[src/rtl/hwag_pkg.sv]
// Shared types and default widths for the hwag crank VR capture front end.
`timescale 1us/1ns
package hwag_pkg;

  typedef enum logic [1:0] {
    IDLE  = 2'd0,
    FIRST = 2'd1,
    SEEK  = 2'd2,
    SYNC  = 2'd3
  } vr_state_t;

  localparam int HWAG_PCNT_W  = 24;
  localparam int HWAG_FILT_W  = 16;
  localparam int HWAG_CNT_W   = 6;
  localparam int HWAG_TEETH   = 60;
  localparam int HWAG_MISSING = 2;

endpackage

[src/rtl/hwag_vr_filter.sv]
// VR input conditioning: 2-FF synchroniser, run-length glitch filter and
// active-edge detector (edge_fall selects the falling edge as active).
`timescale 1us/1ns
module hwag_vr_filter
  import hwag_pkg::*;
#(
  parameter int FILT_W = HWAG_FILT_W
) (
  input  logic              clk,
  input  logic              rst,
  input  logic              vr_in,
  input  logic [FILT_W-1:0] filt_len,
  input  logic              edge_fall,
  output logic              vr_filt,
  output logic              vr_edge
);

  logic              sync1_q, sync1_d;
  logic              sync2_q, sync2_d;
  logic              vr_filt_q, vr_filt_d;
  logic              vr_prev_q, vr_prev_d;
  logic [FILT_W-1:0] run_cnt_q, run_cnt_d;
  logic [FILT_W-1:0] eff_len;
  logic [FILT_W:0]   run_next;

  // NOTE: every signal assigned in always_comb gets a default first, so no path can infer a latch.
  always_comb begin
    sync1_d   = vr_in;
    sync2_d   = sync1_q;
    vr_prev_d = vr_filt_q;
    vr_filt_d = vr_filt_q;
    run_cnt_d = '0;
    eff_len   = (filt_len == '0) ? FILT_W'(1) : filt_len;
    run_next  = {1'b0, run_cnt_q} + (FILT_W + 1)'(1);
    // The level flips only once it has disagreed for eff_len consecutive cycles.
    if (sync2_q != vr_filt_q) begin
      if (run_next >= {1'b0, eff_len}) begin
        vr_filt_d = ~vr_filt_q;
      end else begin
        run_cnt_d = run_next[FILT_W-1:0];
      end
    end
  end

  // NOTE: sequential state uses non-blocking assignments so all flops update from pre-edge values.
  always_ff @(posedge clk) begin
    if (rst) begin
      sync1_q   <= 1'b0;
      sync2_q   <= 1'b0;
      vr_filt_q <= 1'b0;
      vr_prev_q <= 1'b0;
      run_cnt_q <= '0;
    end else begin
      sync1_q   <= sync1_d;
      sync2_q   <= sync2_d;
      vr_filt_q <= vr_filt_d;
      vr_prev_q <= vr_prev_d;
      run_cnt_q <= run_cnt_d;
    end
  end

  assign vr_filt = vr_filt_q;
  assign vr_edge = edge_fall ? (~vr_filt_q &  vr_prev_q)
                             : ( vr_filt_q & ~vr_prev_q);

endmodule

[src/rtl/hwag_vr_capture.sv]
// Crank VR capture: tooth period counter, missing-tooth gap detection and sync FSM.
// Optional macro HWAG_VR_EDGE_SEL_EN adds the edge_sel port (falling-edge select).
`timescale 1us/1ns
module hwag_vr_capture
  import hwag_pkg::*;
#(
  parameter int PCNT_W  = HWAG_PCNT_W,
  parameter int FILT_W  = HWAG_FILT_W,
  parameter int TEETH   = HWAG_TEETH,
  parameter int MISSING = HWAG_MISSING,
  parameter int CNT_W   = HWAG_CNT_W
) (
  input  logic              clk,
  input  logic              rst,
  input  logic              vr_in,
  input  logic [FILT_W-1:0] filt_len,
`ifdef HWAG_VR_EDGE_SEL_EN
  input  logic              edge_sel,
`endif
  output logic              vr_filt,
  output logic              tooth_stb,
  output logic [PCNT_W-1:0] tooth_period,
  output logic              gap_stb,
  output logic [CNT_W-1:0]  tooth_cnt,
  output logic              sync,
  output logic              sync_err,
  output logic              stall
);

  localparam logic [PCNT_W-1:0] PCNT_MAX = '1;
  localparam logic [CNT_W-1:0]  LAST_CNT = CNT_W'(TEETH - MISSING - 1);

  logic edge_sel_q;
  logic sel_chg;

`ifdef HWAG_VR_EDGE_SEL_EN
  always_ff @(posedge clk) begin
    if (rst) edge_sel_q <= 1'b0;
    else     edge_sel_q <= edge_sel;
  end
  assign sel_chg = edge_sel ^ edge_sel_q;
`else
  assign edge_sel_q = 1'b0;
  assign sel_chg    = 1'b0;
`endif

  logic vr_edge;

  hwag_vr_filter #(.FILT_W(FILT_W)) u_filter (
    .clk       (clk),
    .rst       (rst),
    .vr_in     (vr_in),
    .filt_len  (filt_len),
    .edge_fall (edge_sel_q),
    .vr_filt   (vr_filt),
    .vr_edge   (vr_edge)
  );

  vr_state_t         state_q, state_d;
  logic [PCNT_W-1:0] pcnt_q, pcnt_d;
  logic [PCNT_W-1:0] tooth_period_q, tooth_period_d;
  logic [CNT_W-1:0]  tooth_cnt_q, tooth_cnt_d;
  logic              tooth_stb_q, tooth_stb_d;
  logic              gap_stb_q, gap_stb_d;
  logic              sync_q, sync_d;
  logic              sync_err_q, sync_err_d;
  logic              stall_q, stall_d;

  logic              sat;
  logic              is_gap;
  logic [PCNT_W+1:0] two_period;
  logic [PCNT_W+1:0] three_prev;

  // Gap rule 2*period > 3*prev, widened by two bits so neither side can overflow.
  assign two_period = {1'b0, pcnt_q, 1'b0};
  assign three_prev = {2'b00, tooth_period_q} + {1'b0, tooth_period_q, 1'b0};
  assign is_gap     = two_period > three_prev;
  assign sat        = (pcnt_q == PCNT_MAX);

  always_comb begin
    state_d        = state_q;
    pcnt_d         = sat ? pcnt_q : pcnt_q + PCNT_W'(1);
    tooth_period_d = tooth_period_q;
    tooth_cnt_d    = tooth_cnt_q;
    tooth_stb_d    = 1'b0;
    gap_stb_d      = 1'b0;
    sync_d         = sync_q;
    sync_err_d     = 1'b0;
    stall_d        = sat & ~vr_edge;

    if (sel_chg) begin
      state_d     = IDLE;
      pcnt_d      = PCNT_W'(1);
      sync_d      = 1'b0;
      tooth_cnt_d = '0;
      stall_d     = 1'b0;
    end else if (vr_edge) begin
      pcnt_d = PCNT_W'(1);
      if (sat) begin
        // Edge beats saturation: keep the maxed period but restart acquisition.
        tooth_period_d = pcnt_q;
        state_d        = FIRST;
        sync_d         = 1'b0;
        tooth_cnt_d    = '0;
      end else begin
        unique case (state_q)
          IDLE: state_d = FIRST;
          FIRST: begin
            tooth_period_d = pcnt_q;
            tooth_stb_d    = 1'b1;
            state_d        = SEEK;
          end
          SEEK: begin
            tooth_period_d = pcnt_q;
            tooth_stb_d    = 1'b1;
            if (is_gap) begin
              state_d     = SYNC;
              sync_d      = 1'b1;
              tooth_cnt_d = '0;
              gap_stb_d   = 1'b1;
            end
          end
          SYNC: begin
            tooth_period_d = pcnt_q;
            tooth_stb_d    = 1'b1;
            if (is_gap && tooth_cnt_q == LAST_CNT) begin
              tooth_cnt_d = '0;
              gap_stb_d   = 1'b1;
            end else if (!is_gap && tooth_cnt_q != LAST_CNT) begin
              tooth_cnt_d = tooth_cnt_q + CNT_W'(1);
            end else begin
              state_d     = SEEK;
              sync_d      = 1'b0;
              sync_err_d  = 1'b1;
              tooth_cnt_d = '0;
            end
          end
          default: state_d = IDLE;
        endcase
      end
    end else if (sat) begin
      state_d     = IDLE;
      sync_d      = 1'b0;
      tooth_cnt_d = '0;
    end
  end

  always_ff @(posedge clk) begin
    if (rst) begin
      state_q        <= IDLE;
      pcnt_q         <= PCNT_W'(1);
      tooth_period_q <= '0;
      tooth_cnt_q    <= '0;
      tooth_stb_q    <= 1'b0;
      gap_stb_q      <= 1'b0;
      sync_q         <= 1'b0;
      sync_err_q     <= 1'b0;
      stall_q        <= 1'b0;
    end else begin
      state_q        <= state_d;
      pcnt_q         <= pcnt_d;
      tooth_period_q <= tooth_period_d;
      tooth_cnt_q    <= tooth_cnt_d;
      tooth_stb_q    <= tooth_stb_d;
      gap_stb_q      <= gap_stb_d;
      sync_q         <= sync_d;
      sync_err_q     <= sync_err_d;
      stall_q        <= stall_d;
    end
  end

  assign tooth_stb    = tooth_stb_q;
  assign tooth_period = tooth_period_q;
  assign gap_stb      = gap_stb_q;
  assign tooth_cnt    = tooth_cnt_q;
  assign sync         = sync_q;
  assign sync_err     = sync_err_q;
  assign stall        = stall_q;

endmodule
[config.mk]
export PLATFORM = sky130hd
export DESIGN_NAME = hwag_vr_capture
export DESIGN_NICKNAME = d
export VERILOG_FILES = /design/src/rtl/hwag_pkg.sv /design/src/rtl/hwag_vr_filter.sv /design/src/rtl/hwag_vr_capture.sv
export SDC_FILE = /design/constraint.sdc
export NUM_CORES = 1
export LEC_CHECK = 0
export ABC_AREA = 1
export BUFFER_PORTS_ARGS = -buffer_cell sky130_fd_sc_hd__buf_2
export CELL_PAD_IN_SITES_DETAIL_PLACEMENT = 1
export CELL_PAD_IN_SITES_GLOBAL_PLACEMENT = 1
export CORE_MARGIN = 2
export CORE_UTILIZATION = 40
export CTS_BUF_LIST = sky130_fd_sc_hd__clkbuf_4 sky130_fd_sc_hd__clkbuf_8
export DETAILED_ROUTE_END_ITERATION = 12
export HOLD_SLACK_MARGIN = 0.12
export PLACE_DENSITY_LB_ADDON = 0.1
export SETUP_SLACK_MARGIN = 0.05
export SLEW_MARGIN = 20
export SYNTH_ARGS = -nofsm -noshare
export SYNTH_HDL_FRONTEND = slang
export SYNTH_SLANG_ARGS = --single-unit
[constraint.sdc]
create_clock -name clk -period 4 [get_ports clk]
set_clock_uncertainty 0.1 [all_clocks]
set_input_delay 0.8 -clock clk [delete_from_list [all_inputs] [get_ports clk]]
set_output_delay 0.8 -clock clk [all_outputs]
set_load 0.05 [all_outputs]
==> reports/results.txt, run 1 <==
The tools report the total inserted antenna cells as 0. The tools report the initial core utilization as 40.9%. Growth of design area from synthesis to finish: 14.9%. Of all nets on the critical path, the largest fanout is 6. The minimum hold slack is 319 ps. For the net count after synthesis, the log shows 932. The count of standard-cell rows is 44. Dividing the synthesized area by the synthesized cell count gives 7.07 µm². The cell count after synthesis came out at 845. Worst hold path class: flip-flop to flip-flop.

Clock-pin slew was measured on the worst setup and hold paths at 90 ps. After synthesis the cells add up to 5970 µm². TritonCTS built the clock tree. The logs give 0.238 mV for the worst vdd rail ir drop and 0 for the number of remaining DRC errors.

After the last flow step, the layout net total stands at 1004. The post-route antenna net violation count was 0. After filler insertion, the fill cell instance count of the layout stands at 1891. From left edge to right edge, the die measures 126 µm. For the pin with the worst max-slew slack, the measured transition is 885 ps.

Net switching is 26.4% of the power. The clock insertion delay at the later pin of the skew report was 380 ps; the number of max-cap violations was 0. The top cell types in the final layout, fill and taps aside, are nand2_1, inv_1, nor2_1, dfxtp_1, ha_1.

The most numerous cell type found on the critical path is nand2_1. The first routing iteration left 209 violations. The worst setup path category is flip-flop to flip-flop.

Clock tree synthesis found a total of 81 sinks. The delay of the slowest cell on the worst path is 390 ps, and the worst slew margin relative to its limit is 40.5%. In this run the static leakage power is 3.39 nW.

The synthesized design contains 0 enable-type register cells. The run gives 7.5% as the relative contribution of combinational cells to total power. The logs give 21.9% for the overall routing resource usage and 0 for the total count of hold-check failures in the final report.

Setup repair after global routing could not meet its margin everywhere. The number of vias per cell is 5.18, and the simple-gate portion of the synthesized area is 28.5%. Sequential cells burn 51.4% of the power. The number of antenna violations at the first check in global routing was 0. The endpoint of the worst-slack reg-to-reg timing path was tooth_cnt[1].

The beginning of the worst register-to-register path was tooth_period[1]. Post-synthesis async set-or-reset flop share: 0%. For the clock network power share, the log shows 41.1%. The first global-routing pass estimated 28.4 mm of wire. After detailed routing, the total wire length is 17.2 mm.

The run gives 0 as the number of slew-limit violations in the final report. For the worst flop-to-flop path, the logic depth is 29. The region available for standard cell placement spans 14600 µm².

The highest-delay cell along the critical path is fa_2. Static timing analysis puts the maximum clock frequency at 0.262 GHz. The worst setup path is captured at a flip-flop. The count of input and output buffers was 54; the TritonCTS buffer count was 9.

STA puts the critical path data arrival time at 3980 ps. Timing analysis after detailed placement gives a worst setup slack of -13.2 ps. After synthesis, the netlist uses 47 different library cells. The die covers 15900 µm². The run gives 13.8 mm as the post-detailed-placement half-perimeter wirelength. The cell area power density is 232 nW/µm², and the compound-gate portion of the synthesized area is 14.7%.

The number of iterations in the first detailed-routing pass was 4; the post-route clock period utilization was 95.4%. Type of origin of the critical path: a flip-flop. Pin count of the biggest net entering global routing: 29. Along the worst hold path, the cell count comes to 2.

The portion of synthesized cell area occupied by the leading cell type was 27.1%. The die height is 126 µm, and the post-detailed-route wirelength per cell is 15.5 µm. Sorting the synthesized cells by area gives the leading types as dfxtp_1, ha_1, nand2_1, inv_1, nor2_1. The tools report the total via count in the routed design as 5729. Most area-hungry cell type in the Yosys netlist: dfxtp_1. The tools report the end of the worst hold path as u_filter.sync2_q.

The run finished with clean final reports. The tools report the beginning of the worst hold path as u_filter.sync1_q. The synthesized netlist devotes 5.72% of its cell area to XOR and XNOR gates. The Yosys step of the flow raised 0 warnings.

CTS placed an instance of clkbuf_8 at the clock tree root. The congestion estimate from routability-driven global placement came to 0.837. Measured against the total synthesized area, the mux share comes to 0%.

Setup violations remaining at the end of the flow were counted as 0. The largest family of logic cells by synthesized area was simple AND/OR/NAND/NOR gates. The register-to-register setup slack came out at 190 ps. Synthesis inferred 81 register bits.

The share of synthesized cell area in full adder, half adder and majority cells is 14.4%, and the via count of the first global-routing pass is 5898. Net switching power figure: 421 µW. In the final layout, the share of cells above drive strength 1 is 19.0%.

The worst path in the final design needs a cycle of 3810 ps, including I/O delays and setup. The share of the Yosys chip area taken by registers is 27.1%. 55 I/O pins were placed.

The clock tree synthesis step divided the H-tree into 3 levels. The clock passes through at most 2 buffers. Once routing completed, OpenROAD measured the worst setup slack at 185 ps. At the worst endpoint, the required time is 4160 ps.

In the synthesized netlist the dominant register cell turns out to be dfxtp_1. The critical path starts at tooth_period[1]. The logs give 1.17 mW for the internal portion of total power and 0 for the overall overflow remaining after global route.

Leaving out fill and tap cells, the most frequent cell in the layout is nand2_1.
[kinds of logic (layout without fill, tap and decap cells)]
group,after synthesis,after routing
and+or+nand+nor,368,368
AOI/OAI and AO/OA,148,148
buffers and inverters,141,218
DFF,81,81
adders and majority gates,68,68
xor gates and xnor gates,39,39
[power by group through the flow]
stage	Clock [mW]	Sequential (mW)	Combinational (mW)
floorplan	0	0.834	0.0712
global placement	0	0.837	0.102
detailed placement	0	0.837	0.108
CTS	0.673	0.818	0.113
global route	0.706	0.820	0.133
finish	0.654	0.818	0.119
[synth_stat cells (all sizes together), types with 2 or more instances]
master	n
inv	130
nand3b	3
nand4	19
xnor2	10
a31oi	2
nor3	15
a21oi	77
nand3	35
or2	5
o21bai	4
nor4	11
a21o	4
o211ai	2
ha	67
and3	3
clkbuf	2
buf	8
dfxtp	81
xor2	29
nor2	108
o21ai	52
nand2	169
[stage by stage]
step	power, mW	setup TNS, ps	utilization [%]	instances	area [µm²]
after floorplan	0.906	0	-	845	5970
after global placement	0.939	0	44.3	1081	6460
after detailed placement	0.945	-13.2	44.3	1081	6460
after CTS	1.60	0	46.0	1100	6710
after global routing	1.66	-1040	47.0	1106	6860
final	1.59	0	47.0	1106	6860
[flip-flops by register name (all words and copies together) (netlist names)]
signal	flops
tooth_period	24
tooth_stb	1
u_filter.run_cnt_q	16
stall	1
u_filter.vr_prev_q	1
u_filter.vr_filt	1
tooth_cnt	6
u_filter.sync2_q	1
pcnt_q	24
sync	1
u_filter.sync1_q	1
sync_err	1
state_q	2
gap_stb	1
[how the worst max path moves through the flow]
stage and to:
2_1_floorplan sync, 3_3_place_gp tooth_cnt[1], 3_5_place_dp tooth_cnt[0], 4_1_cts tooth_cnt[0], 5_1_grt tooth_cnt[1], 6_report tooth_cnt[1]
[metal layers]
layer  global-route usage [%]  share of wire (%)  vias up
li1                         -                  -     2912
met5                        0                  0        -
met3                     3.40                1.7       21
met2                     37.9                 49       60
met4                     7.30                2.0        0
met1                     27.8                 47     2736
[critical path: cells and delay by family (launching register included)]
kind	cells	cell delay (ps)
AND/OR/NAND/NOR	18	1230
adder cells (fa/ha/maj)	3	870
AO/OA/AOI/OAI	6	870
flip-flops	1	350
XOR/XNOR	1	170
buffers and inverters	1	100
[area by class of cell]
| class | instances | area, µm² | area share (%) |
|---|---|---|---|
| multi-input cells | 623 | 3900 | 56.9 |
| well taps | 184 | 230 | 3.36 |
| clock inverters | 5 | 62.6 | 0.912 |
| clock buffers | 11 | 145 | 2.12 |
| flip-flops and latches | 81 | 1630 | 23.7 |
| repair buffers | 71 | 402 | 5.85 |
| inverters | 131 | 492 | 7.17 |
[what timing repair did]
item / 4_1_cts / 5_1_grt
endpoints found under the setup margin: 8 / 11
pin swaps: 5 / 22
resized for setup: 5 / 30
buffers inserted: 3 / 6
hold buffers: 0 / 0
cloned: 0 / 0
(Power assumes the default switching activity.)
==> run 2, diff against run 1 <==
Settings changed: ABC_AREA 1 to unset.
==> run 2 against run 1 <==
Fmax is 15% lower. Critical endpoint is now state_q[0]. Final cell count is 13% lower. The run now ends with setup timing left. Largest power group unchanged. Setup slack worse by 660 ps. Synthesized cell count is 21% lower.
==> reports/results.txt, run 2 <==
The post-route clock period utilization was 112%. Data on the critical path arrives at its endpoint at 4680 ps. Buffers inserted during clock tree synthesis total 9. The number of slew-limit violations in the final report was 0. In the layout the commonest cells are nand2_1, dfxtp_1, ha_1, buf_4, a21oi_1. During I/O placement, the number of pins put on the boundary was 55. The analysis attributes to cell leakage a power of 3.00 nW.

Setup repair after global routing could not meet its margin everywhere. Of all nets on the critical path, the largest fanout is 4. After floorplanning, the core was sized to cover 13300 µm². The time the worst path needs with I/O delays and setup came out at 4470 ps. The aggregate routed wire length is 15.5 mm. The repair_antennas step left the layout with diodes totalling 0. The synthesized netlist cell count came out at 664.

After detailed placement, the total cell area comes to 6380 µm². In the routed layout, each cell is associated on average with a via count of 5.37. The tools report the weighted congestion at the end of routability-driven global placement as 0.862.

The later pin in the worst-skew pair is clocked with a latency of 370 ps. Entering global routing, the biggest net connects 38 pins. For this block, the via count after detailed routing is 5140. VDD sags by at most 0.163 mV. The run gives 42 as the count of standard-cell rows. Dividing the detail-routed wire length by the instance count gives 16.2 µm. The final setup slack of the worst path is -472 ps. The DRC marker count from the first detailed-route iteration is 204. Setup slack on the worst reg-to-reg path comes out at -470 ps. After detailed placement, the design holds a cell count of 931. For this run, the leading register cell type out of synthesis is dfxtp_1. The mapped netlist covers 5520 µm². Of all flip-flops after synthesis, the portion carrying an async set or reset was 0%. For this configuration, the core starts out at a cell density of 41.4%. The die is 122 µm wide. In the post-synthesis netlist, the biggest area contributors are dfxtp_1, ha_1, a21oi_1, nand2_1, xor2_1. Ranked by instance count, the synthesized netlist is headed by nand2_1, dfxtp_1, ha_1.

The minimum hold slack is 353 ps. The launching element of the worst setup path was tooth_period[1]. The final standard cell area without fillers was 6760 µm²; the die footprint was 14800 µm². For the pin with the worst max-slew slack, the measured transition is 765 ps. The area growth from synthesis to layout is 22.4%. Across the run, the number of max-cap violations was 0.

The clock transition at the register clock pins on the worst setup and hold paths after CTS works out to 80 ps. The distinct cell type count after synthesis came out at 63. Global routing finished with a remaining overflow of 0. In this run the tightest slew margin relative to its limit is 49.0%. The count of state elements after synthesis is 81, and the via count of the first global-routing pass is 5333. The average instance in the mapped netlist occupies 8.32 µm².

Summed over its instances, the top area cell type makes up 29.4% of the synthesized netlist area. The startpoint identified for the worst hold timing path is u_filter.sync1_q. The logs give 0 for the total count of hold-check failures in the final report and 751 for the net count after synthesis. The tightest min-delay check is of the flip-flop to flip-flop type. After synthesis, flip-flops and latches occupy 29.4% of the total area. The cell with the most instances after synthesis is nand2_1. TritonCTS built the clock tree. Summed over all nets, the half-perimeter wirelength after detailed placement is 11.7 mm.

Derived from the worst setup path, the maximum achievable clock frequency is 0.224 GHz. STA puts the critical path data required time at 4210 ps. Excluding fillers, the count of instances in the completed layout stands at 958.

The cell area power density works out to 242 nW/µm². The largest total area in the synthesized netlist belongs to dfxtp_1. In the routed design, unresolved DRC markers number 0.

The library cell used most frequently in the layout, excluding fill and tap cells, is nand2_1. From bottom edge to top edge, the die measures 122 µm. The wire length of the first global-routing pass came out at 25.8 mm.

The flow ran to the end, but the final reports show violations. The number of iterations in the first detailed-routing pass was 4. For this design, the CTS-stage hold fixing added 0 buffers.

Share of the core filled with cells in the final layout: 50.6%. For the number of synthesis warnings, the log shows 0. Cells with a size suffix above 1 make up 23.3% of the layout. The tree is rooted in a clkbuf_8. The worst setup path is captured at a flip-flop.

The startpoint identified for the worst register-to-register timing path is tooth_period[1]. The count of input and output buffers is 54. The H-tree generated during clock tree synthesis spans 3 levels. The overall routing resource usage was 21.8%. The number of antenna violations at the first check in global routing was 0.

The tools report the final count of negative-setup-slack endpoints as 10. The maximum clock insertion buffer count was 2. Counting flops with a built-in enable in the synthesized netlist gives 0. The worst setup path is launched from a flip-flop.

The detail route stage leaves a number of antenna-violating nets equal to 0. Worst setup path category: flip-flop to flip-flop. The final reports fail on setup timing.

The number of nets in the layout is 865. The total clock sinks came out at 81. Before CTS, the worst setup slack after placement is -549 ps.
run 2: cell count changes in the layout (fill, tap and decap cells not counted), moves of 9 or more:
cell,change
a21oi_2,-15
buf_4,+45
o21ai_1,-9
nand2b_1,+13
nor2b_1,+21
xnor2_1,+12
nand2_1,-73
inv_1,-97
nand2_2,-10
o21ai_0,-15
nor2_2,-13
nor2_1,-40
a21o_1,+9
run 2: power by group:
part           switching (mW)  internal [mW]  leakage [nW]
Clock                   0.322          0.355         0.106
Sequential            0.00682          0.809         0.659
Combinational          0.0715         0.0691          2.24
run 2: logic make-up after synthesis:
kind of cell               synth area share [%]
AOI/OAI and AO/OA                          18.0
DFF                                        29.4
and+or+nand+nor                            24.5
muxes                                     0.544
adders and majority gates                  15.5
xor gates and xnor gates                   8.72
buffers and inverters                      3.35
run 2: repair_timing:
action	in CTS	in global routing
setup endpoints to repair	10	10
pin swaps	19	20
gates resized for setup	12	8
buffers inserted	13	4
run 2: path summary, 6_finish.rpt:
path                 endpoint  depth (start not counted)
min reg2reg  u_filter.sync2_q                          1
min          u_filter.sync2_q                          1
max reg2reg        state_q[0]                         20
max                state_q[0]                         20
run 2: cell type report:
| class | instances | area [µm²] |
|---|---|---|
| fillers | 1649 | 6590 |
| clock inverters | 5 | 81.3 |
| repair buffers | 119 | 773 |
| multi-input cells | 539 | 3810 |
| flip-flops and latches | 81 | 1640 |
| inverters | 28 | 105 |
| well taps | 176 | 220 |
| clock buffers | 10 | 131 |
run 2: stage by stage:
step                power (mW)  TNS [ps]
detailed placement       0.946     -4160
finish                    1.63     -4000
floorplan                0.901      -578
global route              1.71     -6340
CTS                       1.66     -3980
global placement         0.941     -2200
run 2: worst max-delay path: stages (launching register included):
cell and delay (ps):
dfxtp_4 370, ha_4 170, fa_2 420, a211oi_4 330, nor4_4 80, o21ai_2 200, a21oi_2 90, o31a_1 280
o21ai_2 190, a21boi_2 80, xor2_1 160, ha_1 320, buf_4 110, nand4_1 100, nor2_1 170, o211ai_1 160
a211oi_4 360, buf_4 200, nor3_4 50, a2111oi_4 290, o41a_1 190
run 2: metal layers:
metal	vias to the layer above	track usage (%)	part of all wire [%]
met5	-	0	0
met4	0	7.26	1.6
met3	22	2.91	2.1
met2	61	38.6	49
met1	2490	27.4	47
li1	2567	-	-
